$ cat src/rtl/mux_nch_scan_pkg.sv
// Shared types and helpers for the N-channel scanning multiplexer.
package mux_nch_scan_pkg;

  typedef enum logic {
    MODE_DIRECT = 1'b0,
    MODE_SCAN   = 1'b1
  } mode_e;

  // Dwell counter width: one bit of headroom over the terminal count.
  function automatic int unsigned cnt_width(input int unsigned n);
    return $clog2(n) + 1;
  endfunction

endpackage

$ cat src/rtl/mux_scan_seq.sv
// Scan sequencer: mode register, dwell counter and scan channel counter.
module mux_scan_seq
  import mux_nch_scan_pkg::*;
#(
  parameter  int unsigned NCH   = 4,
  parameter  int unsigned DWELL = 4,
  localparam int unsigned SW    = $clog2(NCH)
) (
  input  logic          clk,
  input  logic          rst,
  input  logic          en,
  input  logic          mode,
  output logic [SW-1:0] scan_ch,
  output logic          first_of_frame
);

  localparam int unsigned     DW         = cnt_width(DWELL);
  localparam logic [DW-1:0]   DWELL_LAST = DW'(DWELL - 1);
  localparam logic [SW-1:0]   CH_LAST    = SW'(NCH - 1);

  mode_e          mode_q,    mode_d;
  logic [SW-1:0]  scan_ch_q, scan_ch_d;
  logic [DW-1:0]  dwell_q,   dwell_d;

  always_ff @(posedge clk) begin
    if (rst) begin
      mode_q    <= MODE_DIRECT;
      scan_ch_q <= '0;
      dwell_q   <= '0;
    end else begin
      mode_q    <= mode_d;
      scan_ch_q <= scan_ch_d;
      dwell_q   <= dwell_d;
    end
  end

  // Counters stay at zero in direct mode, so entering scan starts a fresh sweep.
  always_comb begin
    mode_d    = mode_q;
    scan_ch_d = scan_ch_q;
    dwell_d   = dwell_q;
    if (en) begin
      mode_d = mode_e'(mode);
      if (mode_d == MODE_DIRECT) begin
        scan_ch_d = '0;
        dwell_d   = '0;
      end else if (dwell_q == DWELL_LAST) begin
        dwell_d   = '0;
        scan_ch_d = (scan_ch_q == CH_LAST) ? '0 : scan_ch_q + SW'(1);
      end else begin
        dwell_d   = dwell_q + DW'(1);
      end
    end
  end

  assign scan_ch        = scan_ch_q;
  assign first_of_frame = (scan_ch_q == '0) && (dwell_q == '0);

endmodule

$ cat src/rtl/mux_nch_scan.sv
// N-channel, W-bit registered multiplexer with direct select and auto-scan modes.
module mux_nch_scan
  import mux_nch_scan_pkg::*;
#(
  parameter  int unsigned NCH   = 4,
  parameter  int unsigned W     = 8,
  parameter  int unsigned DWELL = 4,
  localparam int unsigned SW    = $clog2(NCH)
) (
  input  logic             clk,
  input  logic             rst,
  input  logic             en,
  input  logic             mode,
  input  logic [SW-1:0]    sel,
  input  logic [NCH*W-1:0] din,
  output logic [W-1:0]     dout,
  output logic [SW-1:0]    ch_out,
  output logic             out_valid,
  output logic             frame_start,
  output logic             sel_err
);

  logic [W-1:0]  ch_data [NCH];
  logic [SW-1:0] scan_ch;
  logic          first_of_frame;
  logic          sel_in_range;

  logic [W-1:0]  dout_q,        dout_d;
  logic [SW-1:0] ch_out_q,      ch_out_d;
  logic          out_valid_q,   out_valid_d;
  logic          frame_start_q, frame_start_d;
  logic          sel_err_q,     sel_err_d;

  for (genvar k = 0; k < NCH; k++) begin : g_ch
    assign ch_data[k] = din[k*W +: W];
  end

  assign sel_in_range = ({1'b0, sel} < (SW+1)'(NCH));

  mux_scan_seq #(
    .NCH   (NCH),
    .DWELL (DWELL)
  ) u_seq (
    .clk            (clk),
    .rst            (rst),
    .en             (en),
    .mode           (mode),
    .scan_ch        (scan_ch),
    .first_of_frame (first_of_frame)
  );

  always_ff @(posedge clk) begin
    if (rst) begin
      dout_q        <= '0;
      ch_out_q      <= '0;
      out_valid_q   <= 1'b0;
      frame_start_q <= 1'b0;
      sel_err_q     <= 1'b0;
    end else begin
      dout_q        <= dout_d;
      ch_out_q      <= ch_out_d;
      out_valid_q   <= out_valid_d;
      frame_start_q <= frame_start_d;
      sel_err_q     <= sel_err_d;
    end
  end

  // Data/tag hold while disabled; the per-sample flags are single-cycle pulses.
  always_comb begin
    dout_d        = dout_q;
    ch_out_d      = ch_out_q;
    out_valid_d   = 1'b0;
    frame_start_d = 1'b0;
    sel_err_d     = 1'b0;
    if (en) begin
      out_valid_d = 1'b1;
      if (mode_e'(mode) == MODE_SCAN) begin
        dout_d        = ch_data[scan_ch];
        ch_out_d      = scan_ch;
        frame_start_d = first_of_frame;
      end else if (sel_in_range) begin
        dout_d   = ch_data[sel];
        ch_out_d = sel;
      end else begin
        dout_d    = '0;
        ch_out_d  = sel;
        sel_err_d = 1'b1;
      end
    end
  end

  assign dout        = dout_q;
  assign ch_out      = ch_out_q;
  assign out_valid   = out_valid_q;
  assign frame_start = frame_start_q;
  assign sel_err     = sel_err_q;

endmodule

$ cat config.mk
export PLATFORM = sky130hd
export DESIGN_NAME = mux_nch_scan
export DESIGN_NICKNAME = d
export VERILOG_FILES = /design/src/rtl/mux_nch_scan_pkg.sv /design/src/rtl/mux_scan_seq.sv /design/src/rtl/mux_nch_scan.sv
export SDC_FILE = /design/constraint.sdc
export NUM_CORES = 1
export LEC_CHECK = 0
export CAP_MARGIN = 0
export CORE_MARGIN = 3
export CORE_UTILIZATION = 35
export DETAILED_ROUTE_END_ITERATION = 7
export GPL_ROUTABILITY_DRIVEN = 0
export PLACE_DENSITY = 0.67
export SYNTH_ARGS = -nofsm -noshare
export SYNTH_HDL_FRONTEND = slang
export SYNTH_HIERARCHICAL = 1
export SYNTH_SLANG_ARGS = --single-unit
$ cat constraint.sdc
create_clock -name clk -period 1.99 [get_ports clk]
set_input_delay 0.199 -clock clk [delete_from_list [all_inputs] [get_ports clk]]
set_output_delay 0.199 -clock clk [all_outputs]
set_load 0.1 [all_outputs]
**Yosys cells after proc, flatten, opt, wreduce, memory -nomap -nowiden**

Index checks and enable logic that the tools add are counted.

- Output and inout port bits: 13
- Word-level logic and storage cells: 36
- Input bits: 38
- Register bits after elaboration: 17
- Bits in writable memories: 0
- Memories: 0
- Latch bits: 0
- Memory bits (read-only): 0

- Multipliers: 0
- Order comparisons: 2
- Equality and inequality tests: 3
- Shift-type cells: 0
- Add/subtract/negate cells: 2
- Bitwise logic cells: 4
- Muxes and demuxes: 14
- Reduce and logical (&&, ||, !) cells: 5
- Divide/modulo/power cells: 0

Operators with widths:

| cell | number |
|---|---|
| $mux W8 | 5 |
| $bmux W8 S2 | 2 |
| $mux W2 | 4 |
| $ge A3 B3 Y1 const B | 2 |
| $mux W3 | 2 |
| $not A2 Y3 | 2 |
| $add A3 B1 Y3 const B | 1 |
| $eq A3 B2 Y1 const B | 1 |
| $logic_not A3 Y1 | 1 |
| $reduce_or A3 Y1 | 1 |
| $add A2 B1 Y2 const B | 1 |
| $eq A2 B2 Y1 const B | 1 |
| $logic_not A2 Y1 | 1 |
| $ne A2 B1 Y1 const B | 1 |
| $not A1 Y1 | 2 |
| $reduce_and A2 Y1 | 1 |
| $logic_and A1 B1 Y1 | 1 |
| $mux W1 | 1 |

**Depth between registers and ports, before layout**

Gate-level depths: netlist of the first run.

- Depth in word-level cells: 5
- Depth in mapped cells: 6
- Mapped depth without buffers: 5

**Modules after synthesis**

The synthesis of the first run kept the hierarchy.

By module, submodules not included:

| module | area an instance (um^2) | times used | cells each |
|---|---|---|---|
| mux_nch_scan | 1,003.5 | 1 | 97 |
| mux_scan_seq | 269.0 | 1 | 32 |

**Least setup slack after synthesis of the first run**

No wires, ideal clock.

- Path kind: reg-to-reg
- From: register u_seq.scan_ch_q[0] (netlist: u_seq/scan_ch[0])
- To: register dout_q[4] (netlist: dout[4])
- Stages on the path, launching flop included: 5
- Arrival: 1,336 ps
- Path buffers: 1
- Slack: 535 ps
- Library setup time: 119 ps
- Cell sequence: dfxtp_1 > buf_6 > mux4_2 > nand2b_1 > a32o_1

- Cells in the longest elaborated chain, start to end: 5

Ends and longest elaborated chain:

| what | line | RTL |
|---|---|---|
| start, declared | mux_scan_seq.sv:22 | `logic [SW-1:0] scan_ch_q, scan_ch_d;` |
| start signal, assigned | mux_scan_seq.sv:32 | `scan_ch_q <= scan_ch_d;` |
| $not A2 Y3 (not written as such) | mux_nch_scan.sv:78 | `dout_d = ch_data[scan_ch];` |
| $bmux W8 S2 | mux_nch_scan.sv:78 |  |
| $mux W8 (not written as such) (2 in series) | mux_nch_scan.sv:78 |  |
| $mux W8 | mux_nch_scan.sv:77 | `if (mode_e'(mode) == MODE_SCAN) begin` |
| end signal, assigned | mux_nch_scan.sv:60 | `dout_q <= dout_d;` |
| end, declared | mux_nch_scan.sv:28 | `logic [W-1:0] dout_q, dout_d;` |

No other way between the ends. The select of a mux whose other input is x is not followed.
A chain may end at the register's enable or synchronous reset.

**Worst setup path after layout of the first run**

- From: input port sel[0]
- To: register dout_q[4] (netlist: dout[4])

- Cells in the longest elaborated chain, start to end: 5

Ends and longest elaborated chain:

| what | line | RTL |
|---|---|---|
| start, declared | mux_nch_scan.sv:14 | `input logic [SW-1:0] sel,` |
| $not A2 Y3 (not written as such) | mux_nch_scan.sv:82 | `dout_d = ch_data[sel];` |
| $bmux W8 S2 | mux_nch_scan.sv:82 |  |
| $mux W8 (not written as such) (2 in series) | mux_nch_scan.sv:82 |  |
| $mux W8 | mux_nch_scan.sv:77 |  |

No other way between the ends. The select of a mux whose other input is x is not followed.

==> results of run 1 <==
## per-stage QoR
step	hold slack, ns	std cells	instance area (um2)
after CTS	0.474	226	1770
after floorplan	0.268	129	1270
after global placement	0.457	222	1750
after detailed placement	0.460	222	1750
after global routing	0.495	226	1770
final	0.471	226	1770
## kinds of logic after synthesis
logic type | share of synthesized area, %
AO/OA/AOI/OAI | 18.4
adder cells (fa/ha/maj) | 2.95
buffers and inverters | 9.73
flip-flops | 26.7
multiplexers | 25.5
other | 0.295
AND/OR/NAND/NOR | 16.4
## worst max path at each step
stage                     slack [ns]  depth (start not counted)             start  endpoint
after floorplan                 0.53                          4  u_seq/scan_ch[0]   dout[4]
after global placement          0.09                          6            sel[0]   dout[2]
after detailed placement        0.05                          6            sel[0]   dout[4]
after CTS                       0.36                          6            sel[0]   dout[4]
after global routing            0.24                          5              mode   dout[0]
final                           0.37                          6            sel[0]   dout[4]
## where the power goes
part	internal [mW]	switching (mW)
registers	0.359	0.0106
clock network	0.0780	0.109
logic	0.150	0.223
total	0.588	0.343
## area by class of cell
type	count	area [um2]	area share, %
sequential	17	340	19.2
multi-input combinational	97	808	45.6
timing repair buffer	57	520	29.4
tap	46	57.6	3.25
inverter	5	18.8	1.06
clock buffer	4	26.3	1.48
## metal layers
| metal | part of all wire [%] | GRT usage, % | vias up |
|---|---|---|---|
| met5 | 0 | 0 | - |
| met3 | 7.8 | 4.59 | 7 |
| met4 | 1.1 | 3.30 | 0 |
| met2 | 48 | 30.0 | 45 |
| met1 | 43 | 19.2 | 572 |
| li1 | - | - | 581 |
## flip-flops by register name (all words and copies together), names as in the netlist
signal / count
u_seq/scan_ch: 2
frame_start: 1
out_valid: 1
ch_out: 2
u_seq/dwell_q: 3
dout: 8
## worst min-delay path, delay by kind of cell, from the launching register on
kind             cells  cell delay, ns
DFF                  1            0.34
and+or+nand+nor      2            0.10
## cells in the final DEF (no fill, tap or decap), drive strengths merged, types with 3 or more instances in the layout
cell	n
nand2	7
mux2	8
inv	5
and2b	5
a21oi	6
a32o	3
a211oi	8
mux2i	14
clkbuf	4
dfxtp	17
nor2	9
mux4	4
a22oi	4
buf	20
o221ai	4
nand2b	6
clkdlybuf4s50	37
ha	3
## cell usage after synthesis, types with 2 or more instances
master    count  area share (%)
dfxtp_1      17              27
mux2i_1      14              11
nor2_1        9             2.7
mux2_2        8             7.1
nand2_1       7             2.1
a21oi_1       6             2.4
a211oi_1      5             3.0
inv_1         5             1.5
nand2b_1      5             2.5
a22oi_1       4             2.4
buf_6         4             3.5
o221ai_1      4             2.8
a211oi_2      3             3.0
a32o_1        3             2.4
and2b_2       3             2.1
ha_1          3             3.0
mux4_2        3             5.3
and2b_1       2             1.2
buf_12        2             3.1
clkbuf_1      2            0.59
nand3_1       2            0.79
nor2b_1       2            0.98
o21ai_0       2            0.79
==> results.cfg, run 1 <==
[floorplanning]
initial_core_util_pct = 37.3
die_y_um = 66.3
io_pins = 51
dieWidth_um = 66.3
dieArea_mm2 = 0.00440
core-area_mm2 = 0.00342
num_rows = 21

[power_and_ir_drop]
p_leak_nw = 0.696
p_per_area_mw_per_mm2 = 525
total_power_mw = 0.930
vdd_ir_drop_max_v = 0.000377

[worst_setup_path]
required_ns = 2.19
critical_path.slowest_cell = clkdlybuf4s50_1
path_cells = clkdlybuf4s50_1 > buf_4 > and2b_2 > a211oi_2 > a21oi_1 > a32o_1
path_delay_family = buffers and inverters
crit_type = in -> reg
r2r-end = dout[0]
r2r_cells = 4
worst_r2r_startpoint = u_seq/scan_ch[0]
cp_num_buf_inv = 2
rrSetupSlack_ns = 0.46
arrival_ns = 1.81
critPathCaptureType = register
cpPeakStageDelay_ns = 0.66
cp_max_fo = 9
cp-start-kind = primary input

[final_layout]
antenna_cells = 0
final_nets = 222
final_layout_size_suffix_gt1_share_pct = 22.8
fin_util_pct = 51.9
n_fill_cell = 361
syn2layout_area_growth_pct = 39.2

[detailed_routing]
drt-pass1-iter-count = 4
wirelength_um = 3450
vias = 1205
avgViaCountPerCell = 5.33
route.antenna.remaining_nets = 0
drt_iter0_markers = 28
wl_per_cell_um = 15.3
drc = 0

[global_routing]
antenna_found_initial = 0
track_usage_pct = 16.6
grt_pass1_wl_um = 5620
gr-total-overflow = 0
grt_max_degree = 18
grt_pass1_vias = 1236

[logic_synthesis]
yosysWarningCount = 6
synth_nets = 170
syn_area_mm2 = 0.00127
ys.flop_type = dfxtp_1
syn_avg_cell_area_um2 = 9.86
synth-seq-cells = 17
synthArstFlopShare_pct = 0
ys_types = 37
synth_edf_count = 0
yosysSeqAreaShare_pct = 26.7
synthCells = 129

[cts]
cts.sinks = 17
postCtsHoldBufs = 0
clkTransAtPathRegs_ns = 0.10
clock_path_buffers = 2
cts_resized = 0
cts_tree = yes
cts_setup_buffers = 0
cts_buffers = 3
cts-htree-levels = 1
cts_root_buffer = clkbuf_4
clk_latency_ns = 0.29

[timing]
rsz0062_at_grt = false
final_max_slew_viol_count = 0
hold_viol_final = 0
setup_tns_ns = 0
setup_slack_ns = 0.375
setup_viol = 0
fin_crit_ns = 1.62
period_share_pct = 81.2
skew_ns = 0.00549
max_freq_mhz = 619

[min_path]
whs_endpoint = dout[1]
hold_depth = 2
hp-class = reg -> reg
min_from = dout[1]

[placed_design]
place_hpwl_um = 2710
dp_worst_setup_slack_ns = 0.0518
port_buffers = 49

[outcome]
outcome = complete, no violations

[job]
drv_cap = 0
Note: power is estimated with default switching activity, not from simulation.
==> inputs of run 2 (changes only) <==
- clock period: 1.99 -> 1.52 ns (I/O delays scaled with it)
==> run 2 against run 1 <==
  * Core utilization up 7.2 points
  * Die area is the same
  * Sequential cell count is the same
  * Register-to-register slack got worse by 0.41 ns
  * Routed wire length is 2.1% higher
  * Global-route usage grew 0.47 points
  * Sequential share of layout area fell by 2.2 points
  * Clock skew decreased by 0.0027 ns
  * Worst setup slack lost 0.32 ns
  * Clock power is 26% higher
  * Count of clock-buffer cells in the layout did not move
==> results.cfg, run 2 (synthesis gave the netlist of run 1 again) <==
[outcome]
outcome = complete, no violations

[timing]
skew_ns = 0.00278
setup_viol = 0
final_max_slew_viol_count = 0
setup_tns_ns = 0
period_share_pct = 96.5
fin_crit_ns = 1.47
rsz0062_at_grt = false
max_freq_mhz = 682
hold_viol_final = 0

[cts]
clock_path_buffers = 2
cts_root_buffer = clkbuf_4
clk_latency_ns = 0.28
cts.sinks = 17
cts_buffers = 3
cts_tree = yes
cts_setup_buffers = 0
clkTransAtPathRegs_ns = 0.09
cts-htree-levels = 1

[final_layout]
final_common_cell = clkdlybuf4s50_1
final_nets = 234
final_layout_size_suffix_gt1_share_pct = 28.6
largest_reg_flops = 8
fin_util_pct = 59.0
antenna_cells = 0
fin_cells = 238
syn2layout_area_growth_pct = 58.5
final_cell_mix = clkdlybuf4s50_1 (36), buf_4 (20), dfxtp_1 (15)

[min_path]
min_from = dout[1]
whs_endpoint = dout[1]
hold_depth = 2
hp-class = reg -> reg

[worst_setup_path]
critPathCaptureType = register
cp_max_fo = 7
required_ns = 1.69
r2r_cells = 4
rrSetupSlack_ns = 0.05
crit_type = reg -> reg
cp-start-kind = register
arrival_ns = 1.63
critPathLaunch = u_seq/scan_ch[0]
worst_r2r_startpoint = u_seq/scan_ch[0]
r2r-end = dout[0]

[floorplanning]
num_rows = 21
dieArea_mm2 = 0.00440
dieWidth_um = 66.3
core-area_mm2 = 0.00342
die_y_um = 66.3
io_pins = 51
initial_core_util_pct = 37.3

[detailed_routing]
route.antenna.remaining_nets = 0
wl_per_cell_um = 14.8
vias = 1248
wirelength_um = 3530
drc = 0
avgViaCountPerCell = 5.24
drt-pass1-iter-count = 4
drt_iter0_markers = 43

[power_and_ir_drop]
vdd_ir_drop_max_v = 0.000554
p_leak_nw = 0.806
p_per_area_mw_per_mm2 = 644

[global_routing]
use_met1_pct = 20.4
grt_pass1_vias = 1260
grt_max_degree = 18
track_usage_pct = 17.0
met3_usage_pct = 3.57
gr-total-overflow = 0
antenna_found_initial = 0
grt_pass1_wl_um = 5820
gr-usage-met2_pct = 30.4
grt-busiest-layer = met2

[placed_design]
dp_cells = 234
place_hpwl_um = 2860
port_buffers = 49

[job]
drv_cap = 0
## run 2: critical path: stages, from the launching register on
cell and delay (ns):
dfxtp_2 0.43, buf_4 0.20, mux2_2 0.34, o221ai_1 0.26
a211oi_1 0.12
## run 2: power breakdown
part | switching [mW] | internal, mW
combinational | 0.299 | 0.268
sequential | 0.0260 | 0.470
clock | 0.134 | 0.102
## run 2: area by class of cell
class | instances | area, um2
fill | 303 | 1400
multi-input combinational | 97 | 808
timing repair buffer | 69 | 763
sequential | 17 | 343
tap | 46 | 57.6
clock buffer | 4 | 26.3
inverter | 5 | 18.8
## run 2: how the worst max path moves through the flow
stage,end,slack (ns),depth (start not counted)
after floorplan,dout[4],0.06,4
after global placement,dout[2],-0.24,6
after detailed placement,dout[6],-0.28,6
after CTS,dout[6],0.01,6
after global routing,dout[0],0.02,4
final,dout[0],0.05,4
## run 2: through the flow
| stage | hold WS, ns | instance area, um2 | setup slack [ns] | power [mW] |
|---|---|---|---|---|
| 2_1_floorplan | 0.221 | 1270 | 0.0648 | 0.811 |
| 3_3_place_gp | 0.476 | 1990 | -0.245 | 1.06 |
| 3_5_place_dp | 0.486 | 1990 | -0.284 | 1.07 |
| 4_1_cts | 0.501 | 2010 | 0.0121 | 1.31 |
| 5_1_grt | 0.527 | 2020 | 0.0156 | 1.36 |
| 6_report | 0.497 | 2020 | 0.0531 | 1.30 |
## run 2: routing by layer
metal / vias to the layer above / routed length, um
li1: 606 / -
met1: 584 / 1500
met2: 52 / 1750
met3: 6 / 220
met4: 0 / 46
met5: - / 0
## run 2: what timing repair did
action / in CTS / in global routing
endpoints found under the setup margin: 5 / 5
hold buffers: 0 / 0
gates resized for setup: 1 / 2
==> inputs of run 3 (changes only) <==
- RECOVER_POWER: not set -> 100
==> run 3 against run 2 <==
  * Die area unchanged
  * Cell area fell by 9.1%
  * Routed wire length increased by 0.20%
  * Largest cell class unchanged
  * Highest routed layer unchanged
==> results.cfg, run 3 (synthesis gave the netlist of run 1 again) <==
[min_path]
hp-class = reg -> reg

[cts]
clock_path_buffers = 2
cts_root_buffer = clkbuf_4
cts.sinks = 17
cts-htree-levels = 1
postCtsHoldBufs = 0
cts_buffers = 3
clkTransAtPathRegs_ns = 0.09
clk_latency_ns = 0.28
cts_tree = yes
cts_setup_buffers = 0

[timing]
setup_viol = 0
rsz0062_at_grt = false
hold_viol_final = 0
max_freq_mhz = 681
whs_ns = 0.461
period_share_pct = 96.6
tightest_slew_ns = 0.548
fin_crit_ns = 1.47
slew_headroom_pct = 63.6
skew_ns = 0.00111
final_max_slew_viol_count = 0
setup_slack_ns = 0.0524

[detailed_routing]
route.antenna.remaining_nets = 0
wirelength_um = 3530
drt_iter0_markers = 46
wl_per_cell_um = 14.8
vias = 1243
drt-pass1-iter-count = 4
avgViaCountPerCell = 5.22
drc = 0

[placed_design]
dp_cells = 234
place_hpwl_um = 2860
port_buffers = 49
dp_worst_setup_slack_ns = -0.284
place_area_mm2 = 0.00199

[floorplanning]
initial_core_util_pct = 37.3
num_rows = 21
io_pins = 51
dieWidth_um = 66.3
die_y_um = 66.3
dieArea_mm2 = 0.00440
core-area_mm2 = 0.00342

[final_layout]
final_common_cell = clkdlybuf4s50_1
largest_reg_flops = 8
syn2layout_area_growth_pct = 44.1
n_fill_cell = 326
final_cell_mix = clkdlybuf4s50_1 (35), buf_4 (19), dfxtp_1 (15)
final_layout_size_suffix_gt1_share_pct = 28.6
stdcell_area_mm2 = 0.00183
ff_latch_area_um2 = 343
fin_cells = 238
multi_input_area_um2 = 808
antenna_cells = 0
final_nets = 234

[global_routing]
grt_max_degree = 18
gr-total-overflow = 0
grt_pass1_wl_um = 5820
track_usage_pct = 17.0
grt_pass1_vias = 1260
antenna_found_initial = 0

[worst_setup_path]
path_delay_family = flip-flops
required_ns = 1.69
cp_max_fo = 7
cpPeakStageDelay_ns = 0.43
critical_path.slowest_cell = dfxtp_2
arrival_ns = 1.64
crit_type = reg -> reg
cp_num_buf_inv = 1
critPathCaptureType = register
cp-start-kind = register
path_cells = buf_4 > mux2_2 > o221ai_1 > a211oi_1

[power_and_ir_drop]
vdd_ir_drop_max_v = 0.000520
p_per_area_mw_per_mm2 = 663
total_power_mw = 1.22
p_leak_nw = 0.755

[job]
drv_cap = 0

[outcome]
outcome = complete, no violations
-- run 3: cell count changes in the layout (fill, tap and decap cells not counted), sizes merged --
cell and change:
buf -13, clkbuf +13, clkdlybuf4s50 -1, dlygate4sd3 +1
-- run 3: through the flow --
stage | setup TNS, ns | util, %
floorplan | 0 | -
global placement | -1.73 | 58.1
detailed placement | -1.94 | 58.1
CTS | 0 | 58.9
global route | 0 | 53.7
finish | 0 | 53.7
-- run 3: path summary, 6_finish.rpt --
kind | slack, ns | end | start | cells past startpoint
max reg2reg | 0.05 | dout[0] | u_seq/scan_ch[0] | 4
min | 0.46 | dout[1] | dout[1] | 2
max | 0.05 | dout[0] | u_seq/scan_ch[0] | 4
min reg2reg | 0.46 | dout[1] | dout[1] | 2
-- run 3: routing by layer --
metal,GRT usage [%],vias to the layer above,wire [um],part of all wire [%]
met5,0,-,0,0
met4,4.57,0,45,1.3
met3,3.57,6,210,5.9
met2,30.4,47,1750,50
met1,20.4,581,1530,43
li1,-,609,-,-
-- run 3: repair_timing --
action	4_1_cts	5_1_grt
pin swaps	0	0
gates resized for setup	1	2
setup endpoints to repair	5	5
-- run 3: report_power, final --
part           switching [mW]  total [mW]  internal [mW]  leakage [nW]
sequential             0.0133       0.483          0.470         0.141
clock                   0.135       0.237          0.102        0.0150
combinational           0.299       0.496          0.197         0.599
total                   0.447        1.22          0.769         0.755
-- run 3: tightest hold or removal path, delay by kind of cell, from the launching register on --
kind             cells  cell delay (ns)
and+or+nand+nor      2             0.09
DFF                  1             0.33
-- run 3: layout make-up --
type,count,area share [%]
Timing Repair Buffer,69,31.7
Tap cell,46,3.14
Multi-Input combinational cell,97,44.1
Inverter,5,1.02
Clock buffer,4,1.43
Sequential cell,17,18.7
